[config.mk]
export PLATFORM = sky130hd
export DESIGN_NAME = hazard_scoreboard_flat
export DESIGN_NICKNAME = d
export VERILOG_FILES = /design/src/rtl/hazard_scoreboard_if.sv /design/src/rtl/hazard_scoreboard.sv /design/src/flat_wrapper.sv
export SDC_FILE = /design/constraint.sdc
export NUM_CORES = 1
export LEC_CHECK = 0
export BUFFER_PORTS_ARGS = -buffer_cell sky130_fd_sc_hd__buf_2
export CAP_MARGIN = 10
export CORE_MARGIN = 2
export CORE_UTILIZATION = 51
export DETAILED_ROUTE_END_ITERATION = 12
export PLACE_DENSITY = 0.81
export SYNTH_ARGS = -nofsm -noshare
export SYNTH_HDL_FRONTEND = slang
export SYNTH_SLANG_ARGS = --single-unit
[constraint.sdc]
create_clock -name clock -period 3.6 [get_ports clock]
set_clock_uncertainty 0.05 [all_clocks]
set_input_delay 0.72 -clock clock [delete_from_list [all_inputs] [get_ports clock]]
set_output_delay 0.72 -clock clock [all_outputs]
set_load 0.02 [all_outputs]
[src/rtl/hazard_scoreboard_if.sv]
// Decode-stage hazard bus: operand/stage descriptors in, forwarding selects,
// stall and multiply status out.
interface hazard_scoreboard_if #(
    parameter int unsigned AW    = 5,
    parameter int unsigned NSRC  = 2,
    parameter int unsigned DEPTH = 3,
    parameter int unsigned SW    = $clog2(DEPTH + 2)
);
    logic [NSRC*AW-1:0]  src_addr;
    logic [AW-1:0]       dec_dest;
    logic                dec_regwrite;
    logic                mul_issue;
    logic [DEPTH*AW-1:0] stg_dest;
    logic [DEPTH-1:0]    stg_regwrite;
    logic [DEPTH-1:0]    stg_memtoreg;
    logic                flush;
    logic [NSRC*SW-1:0]  fwd_sel;
    logic                stall;
    logic                mul_busy;
    logic                mul_done;
    logic [AW-1:0]       mul_dest;
    logic [31:0]         stall_count;

    modport master (
        output src_addr, dec_dest, dec_regwrite, mul_issue,
               stg_dest, stg_regwrite, stg_memtoreg, flush,
        input  fwd_sel, stall, mul_busy, mul_done, mul_dest, stall_count
    );

    modport slave (
        input  src_addr, dec_dest, dec_regwrite, mul_issue,
               stg_dest, stg_regwrite, stg_memtoreg, flush,
        output fwd_sel, stall, mul_busy, mul_done, mul_dest, stall_count
    );
endinterface

[src/rtl/hazard_scoreboard.sv]
// Decode-stage data-hazard unit: per-operand forwarding select, load-use and
// multiply stalls, one-entry multiply scoreboard and saturating stall counter.
module hazard_scoreboard #(
    parameter int unsigned AW         = 5,
    parameter int unsigned NSRC       = 2,
    parameter int unsigned DEPTH      = 3,
    parameter int unsigned LOAD_STAGE = 2,
    parameter int unsigned MUL_LAT    = 4,
    parameter int unsigned SW         = $clog2(DEPTH + 2)
) (
    input  logic               clock,
    input  logic               reset,
    hazard_scoreboard_if.slave sb
);
    localparam int unsigned CW = (MUL_LAT > 1) ? $clog2(MUL_LAT) : 1;

    localparam logic [0:0] ST_IDLE = 1'b0;
    localparam logic [0:0] ST_BUSY = 1'b1;

    localparam logic [SW-1:0] SEL_MUL   = SW'(DEPTH + 1);
    localparam logic [CW-1:0] CNT_START = CW'(MUL_LAT - 1);

    logic [0:0]         state_q, state_d;
    logic [CW-1:0]      cnt_q, cnt_d;
    logic [AW-1:0]      mdest_q, mdest_d;
    logic [31:0]        stall_cnt_q;

    logic               mul_busy_c;
    logic               mul_done_c;
    logic               mul_pending_c;
    logic               stall_c;
    logic               accept_c;
    logic [NSRC*SW-1:0] sel_c;
    logic [AW-1:0]      src;
    logic               hit;

    assign mul_busy_c    = (state_q == ST_BUSY);
    assign mul_done_c    = mul_busy_c && (cnt_q == '0);
    assign mul_pending_c = mul_busy_c && !mul_done_c;

    // Operand resolution: pending multiply, then multiply result, then nearest stage.
    always_comb begin
        sel_c   = '0;
        stall_c = 1'b0;
        src     = '0;
        hit     = 1'b0;
        for (int i = 0; i < int'(NSRC); i++) begin
            src = sb.src_addr[i*AW +: AW];
            hit = 1'b0;
            if (src != '0) begin
                if (mul_pending_c && (src == mdest_q)) begin
                    stall_c = 1'b1;
                end else if (mul_done_c && (src == mdest_q)) begin
                    sel_c[i*SW +: SW] = SEL_MUL;
                end else begin
                    for (int k = 0; k < int'(DEPTH); k++) begin
                        if (!hit && sb.stg_regwrite[k] && (sb.stg_dest[k*AW +: AW] == src)) begin
                            hit = 1'b1;
                            // Load data not yet available this close to decode.
                            if (sb.stg_memtoreg[k] && ((k + 1) < int'(LOAD_STAGE))) begin
                                stall_c = 1'b1;
                            end else begin
                                sel_c[i*SW +: SW] = SW'(k + 1);
                            end
                        end
                    end
                end
            end
        end
        if (sb.dec_regwrite && (sb.dec_dest != '0) && mul_pending_c && (sb.dec_dest == mdest_q)) begin
            stall_c = 1'b1;
        end
        // Multiplier is single-entry, including its done cycle.
        if (sb.mul_issue && mul_busy_c) begin
            stall_c = 1'b1;
        end
    end

    assign accept_c = sb.mul_issue && !stall_c && !sb.flush;

    // Multiply scoreboard next state.
    always_comb begin
        state_d = state_q;
        cnt_d   = cnt_q;
        mdest_d = mdest_q;
        case (state_q)
            ST_IDLE: begin
                if (accept_c) begin
                    state_d = ST_BUSY;
                    cnt_d   = CNT_START;
                    mdest_d = sb.dec_dest;
                end
            end
            ST_BUSY: begin
                if (cnt_q == '0) begin
                    state_d = ST_IDLE;
                end else begin
                    cnt_d = cnt_q - CW'(1);
                end
            end
            default: begin
                state_d = ST_IDLE;
            end
        endcase
    end

    always_ff @(posedge clock or posedge reset) begin
        if (reset) begin
            state_q <= ST_IDLE;
            cnt_q   <= '0;
            mdest_q <= '0;
        end else begin
            state_q <= state_d;
            cnt_q   <= cnt_d;
            mdest_q <= mdest_d;
        end
    end

    // Saturating count of stalled cycles.
    always_ff @(posedge clock or posedge reset) begin
        if (reset) begin
            stall_cnt_q <= '0;
        end else if (stall_c && (stall_cnt_q != 32'hFFFF_FFFF)) begin
            stall_cnt_q <= stall_cnt_q + 32'd1;
        end
    end

    assign sb.fwd_sel     = sel_c;
    assign sb.stall       = stall_c;
    assign sb.mul_busy    = mul_busy_c;
    assign sb.mul_done    = mul_done_c;
    assign sb.mul_dest    = mdest_q;
    assign sb.stall_count = stall_cnt_q;
endmodule

[src/flat_wrapper.sv]
// flat-port wrapper written by rule: the top's interface ports become plain ports
module hazard_scoreboard_flat 
#(
    parameter int unsigned AW         = 5,
    parameter int unsigned NSRC       = 2,
    parameter int unsigned DEPTH      = 3,
    parameter int unsigned LOAD_STAGE = 2,
    parameter int unsigned MUL_LAT    = 4,
    parameter int unsigned SW         = $clog2(DEPTH + 2)
)
  (clock, reset, sb_src_addr, sb_dec_dest, sb_dec_regwrite, sb_mul_issue, sb_stg_dest, sb_stg_regwrite, sb_stg_memtoreg, sb_flush, sb_fwd_sel, sb_stall, sb_mul_busy, sb_mul_done, sb_mul_dest, sb_stall_count);
  hazard_scoreboard_if #(.AW(AW), .NSRC(NSRC), .DEPTH(DEPTH), .SW(SW)) sb_i ();
  input  logic clock;
  input  logic reset;
  input wire logic [$bits(sb_i.src_addr)-1:0] sb_src_addr;
  input wire logic [$bits(sb_i.dec_dest)-1:0] sb_dec_dest;
  input wire logic [$bits(sb_i.dec_regwrite)-1:0] sb_dec_regwrite;
  input wire logic [$bits(sb_i.mul_issue)-1:0] sb_mul_issue;
  input wire logic [$bits(sb_i.stg_dest)-1:0] sb_stg_dest;
  input wire logic [$bits(sb_i.stg_regwrite)-1:0] sb_stg_regwrite;
  input wire logic [$bits(sb_i.stg_memtoreg)-1:0] sb_stg_memtoreg;
  input wire logic [$bits(sb_i.flush)-1:0] sb_flush;
  output wire logic [$bits(sb_i.fwd_sel)-1:0] sb_fwd_sel;
  output wire logic [$bits(sb_i.stall)-1:0] sb_stall;
  output wire logic [$bits(sb_i.mul_busy)-1:0] sb_mul_busy;
  output wire logic [$bits(sb_i.mul_done)-1:0] sb_mul_done;
  output wire logic [$bits(sb_i.mul_dest)-1:0] sb_mul_dest;
  output wire logic [$bits(sb_i.stall_count)-1:0] sb_stall_count;
  assign sb_i.src_addr = sb_src_addr;
  assign sb_i.dec_dest = sb_dec_dest;
  assign sb_i.dec_regwrite = sb_dec_regwrite;
  assign sb_i.mul_issue = sb_mul_issue;
  assign sb_i.stg_dest = sb_stg_dest;
  assign sb_i.stg_regwrite = sb_stg_regwrite;
  assign sb_i.stg_memtoreg = sb_stg_memtoreg;
  assign sb_i.flush = sb_flush;
  assign sb_fwd_sel = sb_i.fwd_sel;
  assign sb_stall = sb_i.stall;
  assign sb_mul_busy = sb_i.mul_busy;
  assign sb_mul_done = sb_i.mul_done;
  assign sb_mul_dest = sb_i.mul_dest;
  assign sb_stall_count = sb_i.stall_count;
  hazard_scoreboard #(.AW(AW), .NSRC(NSRC), .DEPTH(DEPTH), .LOAD_STAGE(LOAD_STAGE), .MUL_LAT(MUL_LAT), .SW(SW)) u_core (.clock(clock), .reset(reset), .sb(sb_i));
endmodule
==> reports/qor.csv <==
stage,metric,value,unit
run_status,status,completed,
cells_and_area,drive_above_1_share,0.315,
cts,clock-root-buffer,clkbuf_8,
cts,clock-sinks,40,
power,combPwrFrac,0.400,
routing,drt-total-wl,5.92,mm
sta,hold_viol,0,
floorplanning,rows,26,
yosys,ys_ff_latch,40,
critical_path,slowest_stage,mux2_2,
global_routing,grt_pass1_wl,9.54,mm
yosys,syn-num-nets,308,
yosys,netlist_area,2620,um^2
cts,path_clk_slew,0.07,ns
cts,cts_tree,built,
critical_path,ff2ff_setup_slack,0.72,ns
critical_path,reg2reg_from,u_core.sb.mul_dest[2],
sta,finalCriticalPeriod,3.21,ns
yosys,synthCells,265,
power,p_seq_frac,0.420,
cells_and_area,antenna_cells,0,
place,place_area,3070,um^2
routing,viasPerCell,5.38,
cts,cts_buffer_depth,2,
global_routing,gr-total-overflow,0,
global_routing,grt_max_degree,41,
cts,cts_setup_buffers,0,
place,io_buffers,84,
yosys,yosys_most_used_dff,dfrtp_1,
power,p_total,1.52,mW
cells_and_area,nNetsFinal,389,
cells_and_area,design_area,3150,um^2
power,clkPwrFrac,0.180,
cts,clock_latency,0.29,ns
worst_hold_path,whs_path_depth,1,
critical_path,crit_path_start_kind,input pin,
floorplanning,coreArea,5040,um^2
place,place_ws,0.327,ns
sta,rsz0062_at_grt,no,
floorplanning,io_pins,87,
cells_and_area,nFillCells,424,
sta,setup_violations,0,
cts,hold_buffers,0,
routing,antenna_left,0,
critical_path,crit_required,2.83,ns
routing,drt-initial-drc-count,107,
worst_hold_path,hold_class,reg2reg,
floorplanning,die_h,75.6,um
yosys,async_reset_ff_frac,1.00,
routing,vias,2236,
worst_hold_path,hold_end,u_core.sb.stall_count[23],
place,hpwl,4.67,mm
floorplanning,initial_utilization,0.519,
critical_path,max_stage_delay,0.37,ns
floorplanning,dieWidth,75.6,um
job,maxCapViolCount,0,
critical_path,path_buf_inv,2,
yosys,yosysWarnings,0,
cts,ctsResizeCount,0,
critical_path,critPathTopFamily,simple AND/OR/NAND/NOR gates,
floorplanning,design.die.area,5720,um^2
power,p_per_area,483,nW/um^2
power,p_sw,0.588,mW
sta,fin_crit_sh,0.891,
critical_path,worst-setup-path-type,in2out,
critical_path,crit_arrival,2.44,ns
sta,max_freq,312,MHz
yosys,yosysSeqAreaShare,0.383,
global_routing,grt_usage,0.221,
sta,worst_slack,0.391,ns
critical_path,crit_path_frequent_cell,buf_2,
critical_path,critPathMaxFanout,5,
critical_path,reg2reg_to,u_core.sb.stall_count[8],
global_routing,antenna_found_initial,0,
power,netSwitchingFraction,0.388,
yosys,ys_types,45,
sta,slew_viol_final,0,
sta,slew_headroom,0.592,
routing,drc,0,
cts,numCtsBuffers,5,
routing,wl_per_cell,14.2,um
yosys,synth_area_per_cell,9.87,um^2
power,static-leakage-power,1.58,nW
power,max-vdd-ir-drop,0.326,mV
critical_path,crit_path_cell_trace,"buf_2, xor2_1, nor4_1, and3_1, mux2_2, o211ai_2, buf_2",
sta,worst_pin_slew,0.609,ns
critical_path,r2r_cells,8,
global_routing,grt_pass1_vias,2136,
yosys,synth-edff-count,0,
power,p_int,0.930,mW
worst_hold_path,min-delay-start,u_core.sb.stall_count[23],
cells_and_area,syn2layout_area_growth,20.3,%
sta,fin_tns_setup,0,ns
cts,cts.htree.levels,2,
routing,dr.pass1.iters,4,
place,gp_congestion,0.829,
critical_path,end_kind,output pin,
==> placed cells by master, fill, tap and decap left out, drive strengths merged, types with 9 or more instances in the layout <==
| cell type | netlist | final |
|---|---|---|
| and3 | 9 | 9 |
| buf | 13 | 87 |
| nor2 | 13 | 13 |
| nand4 | 18 | 18 |
| nand2 | 18 | 18 |
| xnor2 | 34 | 34 |
| nor4 | 10 | 10 |
| nand3 | 14 | 14 |
| dfrtp | 40 | 40 |
| nor3 | 9 | 9 |
| xor2 | 41 | 41 |
==> per-layer routing <==
layer / vias to the layer above / wire [um] / global-route usage
met1: 1078 / 2540 / 0.280
met5: - / 0 / 0
met4: 0 / 84 / 0.0799
met2: 58 / 2950 / 0.371
met3: 9 / 341 / 0.0529
li1: 1091 / - / -
==> area by class of cell <==
type / count / area, um^2 / share of cell area
clock inverter: 1 / 5.00 / 0.00159
timing repair buffer: 87 / 443 / 0.141
sequential: 40 / 1000 / 0.318
tap: 70 / 87.6 / 0.0278
inverter: 5 / 18.8 / 0.00597
clock buffer: 6 / 72.6 / 0.0231
multi-input combinational: 207 / 1520 / 0.482
==> state kept, by name (all words and copies together) (netlist names) <==
| register | flops |
|---|---|
| u_core.sb.stall_count | 32 |
| u_core.sb.mul_dest | 5 |
| u_core.cnt_q | 2 |
| u_core.sb.mul_busy | 1 |
==> synthesized netlist by cell type (all sizes together), types with 6 or more instances <==
| master | count | area (um^2) |
|---|---|---|
| nor4 | 10 | 75.1 |
| xor2 | 41 | 359 |
| buf | 13 | 77.6 |
| and3 | 9 | 56.3 |
| mux2 | 6 | 86.3 |
| nand3 | 14 | 70.1 |
| dfrtp | 40 | 1000 |
| nor2 | 13 | 48.8 |
| nand2 | 18 | 67.6 |
| nor3 | 9 | 45.0 |
| nand4 | 18 | 113 |
| xnor2 | 34 | 305 |
==> power groups by stage <==
stage | registers [mW] | clock network [mW] | logic [mW]
finish | 0.638 | 0.274 | 0.607
global route | 0.656 | 0.300 | 0.670
CTS | 0.638 | 0.280 | 0.615
detailed placement | 0.646 | 0 | 0.612
global placement | 0.645 | 0 | 0.593
floorplan | 0.706 | 0 | 0.358
==> per-stage QoR <==
stage | utilization | hold slack (ns) | instances
2_1_floorplan | - | 0.435 | 265
3_3_place_gp | 0.608 | 0.416 | 409
5_1_grt | 0.624 | 0.469 | 416
6_report | 0.624 | 0.434 | 416
3_5_place_dp | 0.608 | 0.423 | 409
4_1_cts | 0.624 | 0.436 | 416
==> cell families (layout without fill, tap and decap cells) <==
kind of cell | count (synthesis) | in the layout | synth area share
compound gates | 14 | 14 | 0.0445
mux | 6 | 6 | 0.0330
buf+inv | 18 | 99 | 0.0368
xor+xnor | 75 | 75 | 0.254
flops | 40 | 40 | 0.383
fa+ha+maj | 2 | 2 | 0.00957
simple gates | 110 | 110 | 0.239
==> worst max-delay path by stage <==
stage                               from                       end  depth (start not counted)
after floorplan           sb_src_addr[6]  u_core.sb.stall_count[8]                          9
after global placement    sb_src_addr[6]  u_core.sb.stall_count[8]                          9
after global routing      sb_src_addr[6]                  sb_stall                          7
final                     sb_src_addr[6]                  sb_stall                          7
after CTS                 sb_src_addr[6]                  sb_stall                          7
after detailed placement  sb_src_addr[1]     u_core.sb.mul_dest[1]                          8
Power figures use the tool's default switching activity.
